--- src/rtl/fpm_issue_ctrl.sv ---
// fpm_issue_ctrl
// Front-end controller for the 3-state non-pipelined single-precision
// multiplier. It accepts one operand pair at a time over a valid/ready
// handshake and resolves NaN/Inf/zero operands and out-of-range exponent sums
// locally. It issues only in-range normal operands to the multiplier, with a
// one-cycle start pulse. The multiplier output is post-checked for
// overflow/underflow. The result is held on the output until it is accepted.
//
// Ports
//   clk, rst           clock (rising edge), synchronous active-high reset
//   in_valid/in_ready  operand pair handshake
//   in_a, in_b         IEEE-754 single operands
//   out_valid/ready    result handshake
//   out_result         IEEE-754 single product
//   out_flags          {nv, of, uf}
//   fpm_ieee1/2        operands to the multiplier (held from acceptance)
//   fpm_start          one-cycle multiplier start pulse
//   fpm_result         multiplier product (valid in CAPTURE)
module fpm_issue_ctrl (
  input  logic        clk,
  input  logic        rst,
  input  logic        in_valid,
  output logic        in_ready,
  input  logic [31:0] in_a,
  input  logic [31:0] in_b,
  output logic        out_valid,
  input  logic        out_ready,
  output logic [31:0] out_result,
  output logic [2:0]  out_flags,
  output logic [31:0] fpm_ieee1,
  output logic [31:0] fpm_ieee2,
  output logic        fpm_start,
  input  logic [31:0] fpm_result
);

  typedef enum logic [2:0] {
    IDLE,
    DECODE,
    ISSUE,
    WAIT,
    CAPTURE,
    OUT
  } state_t;

  localparam logic [31:0] QNAN = 32'h7FC0_0000;

  state_t      state;
  state_t      state_nxt;
  logic [1:0]  wait_cnt;
  logic        load_op;
  logic        load_out;
  logic [31:0] res_nxt;
  logic [2:0]  flg_nxt;
  logic        res_sign;
  logic [35:0] dec_w;
  logic [34:0] cap_w;

  // Classify both operands and resolve every case that does not need the
  // multiplier. Returns {bypass, flags[2:0], result[31:0]}; bypass=0 means
  // the pair must be issued.
  function automatic logic [35:0] decode_op(input logic [31:0] a,
                                            input logic [31:0] b);
    logic       s;
    logic       za, zb, ia, ib, na, nb;
    logic [8:0] esum;
    s    = a[31] ^ b[31];
    // exp=0 covers true zero and denormals, which are flushed to zero
    za   = (a[30:23] == 8'h00);
    zb   = (b[30:23] == 8'h00);
    ia   = (a[30:23] == 8'hFF) && (a[22:0] == 23'h0);
    ib   = (b[30:23] == 8'hFF) && (b[22:0] == 23'h0);
    na   = (a[30:23] == 8'hFF) && (a[22:0] != 23'h0);
    nb   = (b[30:23] == 8'hFF) && (b[22:0] != 23'h0);
    esum = {1'b0, a[30:23]} + {1'b0, b[30:23]};
    if (na || nb || (ia && zb) || (za && ib))
      return {1'b1, 3'b100, QNAN};
    else if (ia || ib)
      return {1'b1, 3'b000, s, 8'hFF, 23'h0};
    else if (za || zb)
      return {1'b1, 3'b000, s, 31'h0};
    // Biased sum below 127 cannot reach exponent 1; 382 and above is past 254
    // even before normalization.
    else if (esum < 9'd127)
      return {1'b1, 3'b001, s, 31'h0};
    else if (esum >= 9'd382)
      return {1'b1, 3'b010, s, 8'hFF, 23'h0};
    else
      return {1'b0, 3'b000, 32'h0};
  endfunction

  // Saturate the multiplier product: an all-ones exponent is overflow, an
  // all-zero exponent is underflow. Returns {flags[2:0], result[31:0]}.
  function automatic logic [34:0] post_check(input logic [31:0] r,
                                             input logic        s);
    if (r[30:23] == 8'hFF)
      return {3'b010, s, 8'hFF, 23'h0};
    else if (r[30:23] == 8'h00)
      return {3'b001, s, 31'h0};
    else
      return {3'b000, r};
  endfunction

  assign res_sign = fpm_ieee1[31] ^ fpm_ieee2[31];
  assign dec_w    = decode_op(fpm_ieee1, fpm_ieee2);
  assign cap_w    = post_check(fpm_result, res_sign);

  always_ff @(posedge clk) begin
    if (rst) state <= IDLE;
    else     state <= state_nxt;
  end

  always_comb begin
    state_nxt = state;
    in_ready  = 1'b0;
    out_valid = 1'b0;
    fpm_start = 1'b0;
    load_op   = 1'b0;
    load_out  = 1'b0;
    res_nxt   = 32'h0;
    flg_nxt   = 3'b000;
    case (state)
      IDLE: begin
        // Held low while rst is asserted so no pair is consumed by a reset edge
        in_ready = ~rst;
        if (in_valid && !rst) begin
          load_op   = 1'b1;
          state_nxt = DECODE;
        end
      end
      DECODE: begin
        if (dec_w[35]) begin
          load_out  = 1'b1;
          flg_nxt   = dec_w[34:32];
          res_nxt   = dec_w[31:0];
          state_nxt = OUT;
        end else begin
          state_nxt = ISSUE;
        end
      end
      ISSUE: begin
        fpm_start = 1'b1;
        state_nxt = WAIT;
      end
      WAIT: begin
        if (wait_cnt == 2'd1) state_nxt = CAPTURE;
      end
      CAPTURE: begin
        load_out  = 1'b1;
        flg_nxt   = cap_w[34:32];
        res_nxt   = cap_w[31:0];
        state_nxt = OUT;
      end
      OUT: begin
        out_valid = 1'b1;
        if (out_ready) state_nxt = IDLE;
      end
      default: state_nxt = IDLE;
    endcase
  end

  // Operand, wait-counter and result registers
  always_ff @(posedge clk) begin
    if (rst) begin
      fpm_ieee1  <= 32'h0;
      fpm_ieee2  <= 32'h0;
      out_result <= 32'h0;
      out_flags  <= 3'b000;
      wait_cnt   <= 2'd0;
    end else begin
      if (load_op) begin
        fpm_ieee1 <= in_a;
        fpm_ieee2 <= in_b;
      end
      if (state == ISSUE)
        wait_cnt <= 2'd0;
      else if (state == WAIT)
        wait_cnt <= wait_cnt + 2'd1;
      if (load_out) begin
        out_result <= res_nxt;
        out_flags  <= flg_nxt;
      end
    end
  end

endmodule

--- config.mk ---
export PLATFORM = sky130hd
export DESIGN_NAME = fpm_issue_ctrl
export DESIGN_NICKNAME = d
export VERILOG_FILES = /design/src/rtl/fpm_issue_ctrl.sv
export SDC_FILE = /design/constraint.sdc
export NUM_CORES = 1
export LEC_CHECK = 0
export ABC_AREA = 1
export BUFFER_PORTS_ARGS = -buffer_cell sky130_fd_sc_hd__buf_2
export CORE_MARGIN = 5
export CORE_UTILIZATION = 45
export CTS_CLUSTER_DIAMETER = 60
export DETAILED_ROUTE_END_ITERATION = 10
export PLACE_DENSITY = 0.75
export SYNTH_ARGS = -nofsm -noshare
export SYNTH_HDL_FRONTEND = slang
export SYNTH_SLANG_ARGS = --single-unit
--- constraint.sdc ---
create_clock -name clk -period 2.5 [get_ports clk]
set_input_delay 0.625 -clock clk [delete_from_list [all_inputs] [get_ports clk]]
set_output_delay 0.625 -clock clk [all_outputs]
set_load 0.03 [all_outputs]
==> metrics.csv, run 1 <==
metric,value,unit
Detailed Place HPWL,10500,µm
cell taking the most area after synthesis,dfxtp_1,
Max Clock Skew,0.0106,ns
# DRC,0,
Max Cap Viol,0,
Crit path required time,2.76,ns
slew margin rel.,12.4,%
busiest grt layer,met2,
Iter 0 DRT Violations,328,
P_sw,1.93,mW
met1 usage,25.5,%
CORE AREA,0.0114,mm²
H-Tree Depth,3,
Die X,117,µm
Mapped Nets,782,
ys flop type,dfxtp_1,
slowest cell delay on critical path,0.36,ns
RSZ-0062 raised after global routing,yes,
pwr dens,750,mW/mm²
max-slew violations,0,
fin nets,985,
RD Place Congestion,0.872,
largest net degree at the start of global routing,85,
XOR/XNOR share of the synthesized area,0.338,%
Clock Power Share,25.0,%
CTS tree,built,
first-pass GRT wire length,21600,µm
top-count cell post-synth,nand2_1,
asr flop ratio synth,0,%
Switching Share,38.0,%
Adder-Cell Fraction of Synth Area,2.56,%
DR pass1 iterations,4,
Starting Density,45.5,%
LEAKAGE,3.15,nW
"Clk pin slew, worst setup/hold paths",0.07,ns
met3 Use GR,4.78,%
TritonCTS Sinks,104,
fin crit share,101,%
multiplexer share of the synthesized area,0,%
Port Buf Inserts,201,
CTS root buf,clkbuf_16,
Reg power frac,38.8,%
CP Data Arrival Time,2.78,ns
Fmax,396,MHz
"Seq/Total Area, Yosys",40.2,%
largest family of logic cells by synthesized area,simple AND/OR/NAND/NOR gates,
Post-synth EDFFs,0,
CP Capture Type,flip-flop,
cell count after synthesis,672,
I/O pin count,202,
top cell types by occurrence after synthesis,"145 x nand2_1, 104 x dfxtp_1, 102 x inv_1, 60 x o31ai_1, 49 x nor2_1",
Vias,5096,
antenna cells,0,
worst skew pair latency,0.34,ns
GR Overflow Total,0,
Yosys top cell area share,40.2,%
Synth Area per Inst,7.70,µm²
Die ar.,0.0137,mm²
Internal Power,3.16,mW
synthesized flop and latch total,104,
Worst-Margin Slew,1.30,ns
GRT Resource Usage Total,19.4,%
number of global-route vias before repair,4693,
routing usage on met2,30.8,%
Mapped Area,0.00518,mm²
final instance area,0.00679,mm²
Crit Path Category,reg -> reg,
run status,finished with violations,
share of cells above drive strength 1,36.9,%
crit path time final,2.52,ns
antenna-violating nets left,0,
largest cells by area after synthesis,"dfxtp_1 40%, nand2_1 11%, o31ai_1 8.7%",
std cell rows,39,
crit-path max FO,7,
Clock Path Buffers,2,
endpoints failing setup,6,
Finished Core Util,59.7,%
Area after DPL,0.00632,mm²
Crit path top cell by count,nand2_2,
die height,117,µm
total wire length,14000,µm
TritonCTS Buffers,9,
HP Class,reg -> reg,
Cell variety after synth,33,
initial antenna violation count,0,
CP top delay family,simple AND/OR/NAND/NOR gates,
crit path buf inv count,3,
Synth Warn #,0,
failing checks,setup timing,
number of failing hold endpoints at the final stage,0,
setup ws final,-0.0223,ns
area grow syn2layout,31.1,%
combinational share of power,36.1,%
Compound-Gate Fraction of Synth Area,17.7,%
maximum vdd drop,0.386,mV
CP max-delay cell,fa_2,
Avg WL per Cell,13.7,µm
Post-Synth Simple-Gate Area,27.5,%
Startpoint Class,flip-flop,
cells along the critical path,ha_4 -> inv_2 -> fa_2 -> inv_2 -> nand2_2 -> nand2_2 -> nand2_1 -> nand2_1 -> nand2_2 -> nor3_4 -> nand2_2 -> a21oi_4 -> nand3_4 -> nand2_8 -> clkbuf_16 -> nand3_4 -> a21oi_2,
routed vias/inst,4.98,
hold slack final,0.465,ns
## area by class of cell
cell class	instances	area, µm²
well taps	143	179
clock inverters	5	33.8
repair buffers	226	1290
fillers	1038	4580
clock buffers	11	233
inverters	105	394
multi-input cells	429	2570
flip-flops and latches	104	2080
## logic make-up after synthesis
family,after synthesis
flops,104
simple gates,290
fa+ha+maj,10
xor+xnor,2
compound gates,126
buf+inv,140
## metrics by stage
step / cells / total power [mW] / setup TNS (ns) / setup WS, ns
finish: 1023 / 5.09 / -0.0480 / -0.0223
floorplan: 672 / 3.23 / 0 / 0.00157
CTS: 1013 / 5.00 / 0 / 0.00518
global route: 1023 / 5.38 / -4.77 / -0.186
global placement: 997 / 3.71 / 0 / 0.109
detailed placement: 997 / 3.71 / 0 / 0.0421
## registers in the layout (all words and copies together), names as in the netlist
signal and cells:
out_result 32, fpm_ieee1 32, fpm_ieee2 32, state 3, out_flags 3, wait_cnt 2
## layer usage
metal,routed length (µm),part of all wire [%],vias to the layer above
met2,6460,46,164
li1,-,-,2623
met4,185,1.3,0
met5,0,0,-
met1,6260,45,2293
met3,1090,7.8,16
## placed cells by master (no fill, tap or decap), types with 2 or more instances in the layout
cell type	count
clkinvlp_4	2
o21ai_0	7
nor2_1	49
clkbuf_16	12
clkbuf_1	2
o21ai_1	2
o21bai_1	3
nor3_1	6
buf_2	200
a21oi_2	31
nand2_1	142
inv_2	4
buf_4	19
o31ai_1	60
clkinv_2	2
nand4_1	21
nand3_4	2
dfxtp_2	2
buf_12	3
inv_1	100
a21oi_1	20
nand3_2	32
nor4_1	4
nand3_1	23
nand2_2	5
xnor2_1	2
ha_1	8
dfxtp_1	102
## final timing paths
check | from | endpoint | slack, ns | depth (start not counted)
hold reg to reg | out_result[2]$_SDFFE_PP0P_ | out_result[2]$_SDFFE_PP0P_ | 0.47 | 2
setup / recovery | fpm_ieee2[23]$_SDFFE_PP0P_ | out_result[3]$_SDFFE_PP0P_ | -0.02 | 17
setup reg to reg | fpm_ieee2[23]$_SDFFE_PP0P_ | out_result[3]$_SDFFE_PP0P_ | -0.02 | 17
hold / removal | out_result[2]$_SDFFE_PP0P_ | out_result[2]$_SDFFE_PP0P_ | 0.47 | 2
## worst min-delay path, stage by stage, from the launching register on
cell and delay (ns):
dfxtp_1 0.31, nand3_2 0.07, a21oi_2 0.04
## repair_timing
action | 4_1_cts | 5_1_grt
resized for setup | 0 | 15
hold buffers | 0 | 0
buffers inserted | 0 | 5
endpoints found under the setup margin | 0 | 38
## power groups by stage
| stage | Combinational [mW] | Clock [mW] | Sequential [mW] |
|---|---|---|---|
| 2_1_floorplan | 0.875 | 0 | 2.35 |
| 3_3_place_gp | 1.69 | 0 | 2.01 |
| 3_5_place_dp | 1.70 | 0 | 2.01 |
| 4_1_cts | 1.71 | 1.32 | 1.98 |
| 5_1_grt | 2.01 | 1.37 | 2.00 |
| 6_report | 1.84 | 1.27 | 1.98 |
No activity file was read; power rests on OpenSTA's default activity.
==> inputs of run 2 (changes only) <==
Settings changed: CORE_ASPECT_RATIO set to 0.5, TNS_END_PERCENT set to 10.
==> run 2 against run 1 <==
The run now ends clean. Cell count is 0.59% lower. Wire length hardly changed. Critical path depth stayed put. Critical path type unchanged. Largest power group unchanged.
==> metrics.csv, run 2 (same netlist as run 1, synthesis figures left out) <==
metric,value,unit,change
initial antenna violation count,0,,unchanged
crit path buf inv count,3,,unchanged
antenna-violating nets left,0,,unchanged
maximum vdd drop,0.394,mV,+2.0%
I/O pin count,202,,unchanged
setup ws final,0.00704,ns,+0.0293 ns
die height,85.8,µm,-27%
Starting Density,46.6,%,+1.0 points
fin nets,977,,-0.81%
Crit path top cell by count,nand2_2,,
DR pass1 iterations,5,,+1
CP max-delay cell,fa_2,,
crit-path max FO,12,,+5
run status,completed,,
GR Overflow Total,0,,unchanged
crit path time final,2.49,ns,-0.0293 ns
CTS root buf,clkbuf_16,,
Max Cap Viol,0,,unchanged
Min-Delay Path Depth,2,,unchanged
"commonest non-fill, non-tap cell in the layout",buf_2,,
Worst Reg-to-Reg Cells,17,,unchanged
"Clk pin slew, worst setup/hold paths",0.07,ns,about the same
slew margin rel.,58.2,%,+46 points
Crit path depth,17,,unchanged
slowest cell delay on critical path,0.39,ns,+0.03 ns
fin crit share,99.7,%,-1.2 points
Detailed Place HPWL,10400,µm,-0.39%
Port Buf Inserts,201,,unchanged
GRT Resource Usage Total,19.4,%,-0.031 points
CP Capture Type,flip-flop,,
Fmax,401,MHz,+1.2%
"commonest cells after routing, fill and taps aside","200 x buf_2, 139 x nand2_1, 102 x dfxtp_1, 100 x inv_1, 60 x o31ai_1",,
CP top delay family,simple AND/OR/NAND/NOR gates,,
Max Clock Skew,0.00883,ns,-0.00172 ns
largest net degree at the start of global routing,129,,+52%
FF-to-FF Start,fpm_ieee2[23]$_SDFFE_PP0P_,,
worst skew pair latency,0.35,ns,about the same
RSZ-0062 raised after global routing,yes,,
number of global-route vias before repair,4718,,+0.53%
Startpoint Class,flip-flop,,
RD Place Congestion,0.923,,+5.8%
Crit path required time,2.79,ns,+0.03 ns
CTS tree,built,,
Crit Path Category,reg -> reg,,
H-Tree Depth,3,,unchanged
Clock Path Buffers,2,,unchanged
# DRC,0,,unchanged
Regs by FF count,"fpm_ieee1 x32, fpm_ieee2 x32, out_result x32",,
Iter 0 DRT Violations,338,,+3.0%
LEAKAGE,3.09,nW,-1.7%
cells along the critical path,ha_4 -> inv_2 -> fa_2 -> inv_2 -> nand2_4 -> nand2_4 -> nand2_2 -> nand2_2 -> nand2_2 -> nor3_2 -> nand2_2 -> a21oi_4 -> nand3_2 -> nand2_4 -> buf_12 -> nand3_1 -> a21oi_2,,
HP Class,reg -> reg,,
routed vias/inst,4.93,,-1.1%
TritonCTS Buffers,9,,unchanged
antenna cells,0,,unchanged
Vias,5010,,-1.7%
pre-CTS worst setup slack,-0.0176,ns,-0.0597 ns
area grow syn2layout,29.2,%,
Die X,162,µm,+38%
total wire length,14000,µm,about the same
CORE AREA,0.0111,mm²,-2.2%
Die ar.,0.0139,mm²,+0.95%
pwr dens,759,mW/mm²,+1.1%
Avg WL per Cell,13.8,µm,+0.67%
post-layout power,5.07,mW,-0.32%
std cell rows,27,,-31%
start point of the critical path,fpm_ieee2[23]$_SDFFE_PP0P_,,
endpoints failing setup,0,,-6
max-slew violations,0,,unchanged
share of cells above drive strength 1,36.9,%,about the same
number of failing hold endpoints at the final stage,0,,unchanged
first-pass GRT wire length,22400,µm,+3.5%
TritonCTS Sinks,104,,unchanged
hold_sp,out_result[24]$_SDFFE_PP0P_,,
Worst-Margin Slew,0.627,ns,-0.677 ns
CP Data Arrival Time,2.78,ns,about the same
## run 2: stage by stage
stage	hold WS, ns	util (%)	instances	cell area [µm²]	TNS [ns]
floorplan	0.476	-	672	5180	0
global placement	0.455	56.7	998	6300	0
detailed placement	0.461	56.7	998	6300	-0.0407
CTS	0.456	59.3	1014	6590	0
global route	0.458	60.2	1017	6690	-4.51
finish	0.466	60.2	1017	6690	0
## run 2: per-layer routing
| metal | part of all wire, % | GRT usage, % | vias up |
|---|---|---|---|
| met2 | 46 | 31.9 | 137 |
| met5 | 0 | 0 | - |
| met1 | 47 | 26.0 | 2251 |
| li1 | - | - | 2607 |
| met4 | 0.93 | 4.37 | 0 |
| met3 | 5.7 | 4.90 | 15 |
## run 2: power by group
group / switching (mW) / leakage, nW / total (mW) / internal [mW]
logic: 1.19 / 2.11 / 1.77 / 0.581
clock network: 0.649 / 0.137 / 1.33 / 0.682
registers: 0.126 / 0.852 / 1.98 / 1.85
## run 2: cell type report
cell class	count	area, µm²
clock buffers	10	229
clock inverters	6	45.0
fillers	1014	4430
inverters	105	394
multi-input cells	428	2550
flip-flops and latches	104	2090
well taps	145	181
repair buffers	219	1200
## run 2: repair_timing
action,in CTS,in global routing
endpoints found under the setup margin,10,38
pin swaps,0,9
setup buffers,0,2
cloned,0,1
gates resized for setup,2,20
hold buffers,0,0
## run 2: worst reg2reg max path, stage by stage (launching register included)
cell	delay, ns
dfxtp_2	0.36
ha_4	0.15
inv_2	0.04
fa_2	0.39
inv_2	0.07
nand2_4	0.05
nand2_4	0.08
nand2_2	0.05
nand2_2	0.06
nand2_2	0.06
nor3_2	0.19
nand2_2	0.10
a21oi_4	0.19
nand3_2	0.12
nand2_4	0.14
buf_12	0.15
nand3_1	0.10
a21oi_2	0.15
## run 2: path summary, 6_finish.rpt
kind                            slack, ns                           to
worst min register to register       0.47  out_result[24]$_SDFFE_PP0P_
worst max-delay path                0.007   out_result[0]$_SDFFE_PP0P_
worst max register to register      0.007   out_result[0]$_SDFFE_PP0P_
worst min-delay path                 0.47  out_result[24]$_SDFFE_PP0P_
